## config.mk

```make
export PLATFORM = sky130hd
export DESIGN_NAME = regfile_ctrl
export DESIGN_NICKNAME = d
export VERILOG_FILES = /design/src/rtl/regfile_ctrl.sv
export SDC_FILE = /design/constraint.sdc
export NUM_CORES = 1
export LEC_CHECK = 0
export ABC_CLOCK_PERIOD_IN_PS = 4000
export BUFFER_PORTS_ARGS = -buffer_cell sky130_fd_sc_hd__buf_2
export CAP_MARGIN = 5
export CELL_PAD_IN_SITES_DETAIL_PLACEMENT = 2
export CELL_PAD_IN_SITES_GLOBAL_PLACEMENT = 2
export CORE_MARGIN = 2
export CORE_UTILIZATION = 30
export CTS_BUF_LIST = sky130_fd_sc_hd__clkbuf_16
export DETAILED_ROUTE_END_ITERATION = 10
export PLACE_DENSITY = 0.88
export RECOVER_POWER = 100
export SKIP_CTS_REPAIR_TIMING = 1
export SLEW_MARGIN = 20
export SYNTH_ARGS = -nofsm -noshare
export SYNTH_HDL_FRONTEND = slang
export SYNTH_SLANG_ARGS = --single-unit
```

## constraint.sdc

```tcl
create_clock -name clk -period 4 [get_ports clk]
set_input_delay 1 -clock clk [delete_from_list [all_inputs] [get_ports clk]]
set_output_delay 1 -clock clk [all_outputs]
set_load 0.01 [all_outputs]
```

## src/rtl/regfile_ctrl.sv

```systemverilog
// Register-file sequencer: clear sweep, two-beat operand read, writeback
// port ownership with x0 masking and forwarding into captured operands.
module regfile_ctrl #(
  parameter int ADDR_WIDTH = 5,
  parameter int DATA_WIDTH = 32,
  parameter int RAM_SIZE   = 32
) (
  input  logic                  clk,
  input  logic                  rst_n,
  input  logic                  req_valid,
  output logic                  req_ready,
  input  logic [ADDR_WIDTH-1:0] req_rs1,
  input  logic [ADDR_WIDTH-1:0] req_rs2,
  output logic                  op_valid,
  input  logic                  op_ready,
  output logic [DATA_WIDTH-1:0] op1,
  output logic [DATA_WIDTH-1:0] op2,
  input  logic                  wb_we,
  input  logic [ADDR_WIDTH-1:0] wb_addr,
  input  logic [DATA_WIDTH-1:0] wb_data,
  output logic                  wb_ready,
  output logic                  rf_we,
  output logic [ADDR_WIDTH-1:0] rf_read_addr,
  output logic [ADDR_WIDTH-1:0] rf_write_addr,
  output logic [DATA_WIDTH-1:0] rf_din,
  input  logic [DATA_WIDTH-1:0] rf_dout,
  output logic                  init_done
);

  typedef enum logic [2:0] {
    CLEAR,
    IDLE,
    RD2,
    CAP,
    OUT
  } state_e;

  localparam logic [ADDR_WIDTH-1:0] CNT_LAST =
    ADDR_WIDTH'(RAM_SIZE - 1);
  localparam logic [ADDR_WIDTH-1:0] CNT_ONE = ADDR_WIDTH'(1);

  state_e                state_q, state_d;
  logic [ADDR_WIDTH-1:0] cnt_q, cnt_d;
  logic [ADDR_WIDTH-1:0] rs1_q, rs1_d;
  logic [ADDR_WIDTH-1:0] rs2_q, rs2_d;
  logic [DATA_WIDTH-1:0] op1_q, op1_d;
  logic [DATA_WIDTH-1:0] op2_q, op2_d;
  logic                  init_q, init_d;

  logic wb_commit;
  logic fwd1;
  logic fwd2;
  logic rs1_zero;
  logic rs2_zero;

  // x0 is never written, so a forward can never hit a zero operand
  assign wb_commit = wb_we && (wb_addr != '0);
  assign fwd1      = wb_commit && (wb_addr == rs1_q);
  assign fwd2      = wb_commit && (wb_addr == rs2_q);
  assign rs1_zero  = (rs1_q == '0);
  assign rs2_zero  = (rs2_q == '0);

  assign op1       = op1_q;
  assign op2       = op2_q;
  assign init_done = init_q;

  always_comb begin
    state_d       = state_q;
    cnt_d         = cnt_q;
    rs1_d         = rs1_q;
    rs2_d         = rs2_q;
    op1_d         = op1_q;
    op2_d         = op2_q;
    init_d        = init_q;
    req_ready     = 1'b0;
    op_valid      = 1'b0;
    wb_ready      = 1'b1;
    rf_we         = wb_commit;
    rf_write_addr = wb_addr;
    rf_din        = wb_data;
    rf_read_addr  = rs2_q;

    unique case (state_q)
      CLEAR: begin
        wb_ready      = 1'b0;
        rf_we         = 1'b1;
        rf_write_addr = cnt_q;
        rf_din        = '0;
        if (cnt_q == CNT_LAST) begin
          state_d = IDLE;
          init_d  = 1'b1;
        end else begin
          cnt_d = cnt_q + CNT_ONE;
        end
      end
      IDLE: begin
        req_ready    = 1'b1;
        rf_read_addr = req_rs1;
        if (req_valid) begin
          rs1_d   = req_rs1;
          rs2_d   = req_rs2;
          state_d = RD2;
        end
      end
      RD2: begin
        rf_read_addr = rs2_q;
        if (rs1_zero)  op1_d = '0;
        else if (fwd1) op1_d = wb_data;
        else           op1_d = rf_dout;
        state_d = CAP;
      end
      CAP: begin
        if (rs2_zero)  op2_d = '0;
        else if (fwd2) op2_d = wb_data;
        else           op2_d = rf_dout;
        if (fwd1) op1_d = wb_data;
        state_d = OUT;
      end
      OUT: begin
        op_valid = 1'b1;
        if (fwd1) op1_d = wb_data;
        if (fwd2) op2_d = wb_data;
        if (op_ready) state_d = IDLE;
      end
      default: begin
        state_d = CLEAR;
        cnt_d   = '0;
      end
    endcase
  end

  always_ff @(posedge clk or negedge rst_n) begin
    if (!rst_n) begin
      state_q <= CLEAR;
      cnt_q   <= '0;
      rs1_q   <= '0;
      rs2_q   <= '0;
      op1_q   <= '0;
      op2_q   <= '0;
      init_q  <= 1'b0;
    end else begin
      state_q <= state_d;
      cnt_q   <= cnt_d;
      rs1_q   <= rs1_d;
      rs2_q   <= rs2_d;
      op1_q   <= op1_d;
      op2_q   <= op2_d;
      init_q  <= init_d;
    end
  end

endmodule

```

# Word-level counts from Yosys, hierarchy flattened
# Cells that the tools add are included.
# classes
add_sub_neg	1
n_eq_ne	13
muxes	21
n_bitwise	1
n_reduce_logical	17
# ops
op	n
$mux 32	7
$pmux 32 s2	2
$mux 5	3
$pmux 3 s5	1
$eq 5x5->1	2
$logic_not 5->1	2
$ne 2x2->1 const B	5
$pmux 5 s2	1
$reduce_and 2->1	5
$mux 3	3
$eq 3x2->1 const B	2
$add 5x1->5 const B	1
$eq 5x5->1 const B	1
$reduce_bool 5->1	1
$mux 1	4
$reduce_bool 2->1	2
$reduce_or 4->1	1
$eq 3x1->1 const B	1
$eq 3x3->1 const B	1
$logic_and 1x1->1	3
$logic_not 3->1	1
$reduce_and 3->1	1
$ne 2x1->1 const B	1
$reduce_or 2->1	1
$not 1->1	1
# word_totals
register_bits	83
out_inout_bits	111
elab_cells	60

# Longest topological paths before layout
# depth
depth_word	6
mapped_depth	9
depth_no_buf	7

# Least setup slack after synthesis
# Ideal clock, no wire load.
# synth_path
kind	in2out
start	in wb_addr[1]
end	out rf_we
arrival_ns	1.871
setup_slack_ns	1.129
stages	3
n_path_buf	0
path_cell_list	or4_4 o21ai_4 nand2_1
# synth_via
elab_chain_cells	3
# synth_lines
item	line_no	rtl
from (decl)	19	input logic [ADDR_WIDTH-1:0] wb_addr,
$reduce_bool 5->1	57	assign wb_commit = wb_we && (wb_addr != '0);
$logic_and 1x1->1	57	
$mux 1	83	unique case (state_q)
to (decl)	22	output logic rf_we,
# Every way passes these cells.

# Final worst setup path
# layout_path
start	reg state_q[2]
end	out rf_din[9]
# layout_via
elab_chain_cells	2
# layout_lines
item	line_no	rtl
from (decl)	42	state_e state_q, state_d;
from (signal assigned)	142	state_q <= state_d;
$logic_not 3->1	83	
$mux 32	83	
to (decl)	25	output logic [DATA_WIDTH-1:0] rf_din,
# Every way passes these cells.

==> metrics.yaml <==
crit_family: "buffers and inverters"
drt_first_pass_iters: 4
slowest_stage: "dfrtp_1"
ys_seq_area_share_pct: 45.3
finalPower_mw: 4.27
holdWs_ns: 0.462
synthToLayoutAreaGrowth_pct: 25.7
cp_max_fo: 22
fillers: 1759
worst_pin_slew_ns: 2.21
cts_tree: "built"
final_common_cell: "clkbuf_1"
p_leak_nw: 2.49
crit_chain: "nor3_1, buf_4, inv_1, clkbuf_1, and2_1, clkbuf_1"
portBuffers: 194
cp_common_cell: "clkbuf_1"
yosys_warnings: 0
seqPwrFrac_pct: 35.6
fin_nets: 749
end_kind: "output pin"
power_density_mw_per_mm2: 740
dp.cells: 840
max_slew_margin_pct: -47.5
cap_violations: 1
die-area_sq_mm: 0.0163
clkSinkCount: 83
drcViolationCount: 0
min_period_over_period_pct: 85.5
clk_latency_ns: 0.34
syn_area_per_cell_sq_um: 9.42
power.clock.fraction_pct: 17.3
fin_util_pct: 38.2
cts.reportedPaths.clkPinSlew_ns: 0.06
root_buffer: "clkbuf_16"
grt_remaining_overflow: 0
grt_pass1_wl_um: 26800
hpwlAfterDp_um: 11900
p_int_mw: 2.40
register_area_sq_mm: 0.00208
outcome: "complete, but fails checks"
rows: 45
worst_setup_path_start_kind: "flop"
place_congestion: 0.746
routed_wirelength_um: 16700
synth_edf_count: 0
instances_no_fill: 855
hold_violations: 0
synth_nets: 573
slew_violations: 84
antennaDiodeCount: 0
post_dp_cell_area_sq_mm: 0.00567
grt_max_degree: 84
synth-main-ff-cell: "dfrtp_1"
vias: 4507
finalSetupViolCount: 0
worstPathArrival_ns: 2.42
crit_required_ns: 3.00
core_area_sq_mm: 0.0151
ant_nets: 0
drive_above_1_share_pct: 20.5
grt.total_usage_pct: 20.9
h-tree-depth: 3
synth-seq-cells: 83
final_area_sq_mm: 0.00577
rsz0062_at_grt: "false"
max_stage_delay_ns: 0.79
crit_type: "flop to output pin"
ir_worst_vdd_mv: 0.290
swShare_pct: 43.9
fin_tns_setup_ns: 0
wl_per_cell_um: 19.5
clock.fmax_ghz: 0.292
syn-cell-area_sq_mm: 0.00459
hold_class: "flop to flop"
start_util_pct: 30.4
antenna_found_initial: 0
drtIter0Drc: 188
pin_count: 195
die_w_um: 128
post-place-ws_ns: 0.703
synth.distinct_cells: 45
fin_worst_skew_ns: 0.00537
violations: "capacitance limit, slew limit"
synthArstFlopShare_pct: 100
power.switching_mw: 1.87
min_period_ns: 3.42
final_cell_mix: "clkbuf_1 (101), buf_2 (93), dfrtp_1 (83)"
die_h_um: 128
first_global_vias: 4971
path_buf_inv: 4
worst_slack_ns: 0.580
clockBufferDepth: 2
cts_buffers: 9
vias_per_cell: 5.27
multiInputGateArea_sq_mm: 0.00217
p_comb_share_pct: 47.1
syn_inst: 487
==> cell usage after synthesis (2+ instances only) <==
cell type  count  share of area, %
dfrtp_1       83                45
nor2_1        67               5.5
and2_1        35               4.8
inv_1         34               2.8
a221o_1       32               7.0
o221ai_1      32               6.1
and2_0        30               4.1
o21ai_1       30               3.3
nand2_1       26               2.1
clkbuf_1      18               1.5
mux2_2        15               3.7
buf_2         12               1.3
o21ai_0        9              0.98
xnor2_1        9               1.7
a21oi_1        7              0.76
buf_6          6               1.5
nor3_1         6              0.65
nor2b_1        3              0.41
ha_1           2              0.55
nand3_1        2              0.22
nand3b_1       2              0.33
nor3_2         2              0.44
nor3b_1        2              0.33
or2_2          2              0.27
==> flip-flops by register name, summed over array words and instances, names as in the netlist <==
name	count
op1	32
op2	32
cnt_q	5
rs1_q	5
rs2_q	5
state_q	3
init_done	1
==> path summary, 6_finish.rpt <==
kind | from | end | slack, ns | cells past startpoint
min reg2reg | init_done | init_done | 0.46 | 1
min in group asynchronous | rst_n | rs1_q[2] | 1.26 | 1
max reg2reg | state_q[2] | op2[31] | 0.87 | 6
max in group asynchronous | rst_n | op2[3] | 1.38 | 1
min | init_done | init_done | 0.46 | 1
max | state_q[2] | rf_din[9] | 0.58 | 6
==> area by class of cell <==
cell class              instances  share of cell area (%)
inverters                      35                    2.28
repair buffers                203                    15.8
clock inverters                 6                   0.434
multi-input cells             331                    37.6
clock buffers                   9                    3.90
flip-flops and latches         83                    36.0
well taps                     188                    4.08
==> power groups by stage <==
stage          Combinational [mW]  Clock, mW  Sequential [mW]
2_1_floorplan                1.22          0             1.54
3_3_place_gp                 2.08          0             1.50
3_5_place_dp                 2.19          0             1.52
4_1_cts                      2.21      0.767             1.52
5_1_grt                      2.25      0.800             1.57
6_report                     2.01      0.740             1.52
==> layer usage <==
layer	GRT usage (%)	routed length [um]	vias up
met1	24.4	7040	2280
met3	3.09	692	23
met4	7.69	330	0
li1	-	-	2058
met2	38.5	8630	146
met5	0	0	-
==> cells by family (layout without fill, tap and decap cells) <==
| logic type | after synthesis | after routing | share of synthesized area [%] |
|---|---|---|---|
| buffers and inverters | 73 | 253 | 7.36 |
| multiplexers | 15 | 15 | 3.68 |
| adder cells (fa/ha/maj) | 2 | 2 | 0.545 |
| flip-flops | 83 | 83 | 45.3 |
| AO/OA/AOI/OAI | 119 | 119 | 20.6 |
| AND/OR/NAND/NOR | 185 | 185 | 20.7 |
| XOR/XNOR | 10 | 10 | 1.91 |
Note: power is estimated with default switching activity, not from simulation.
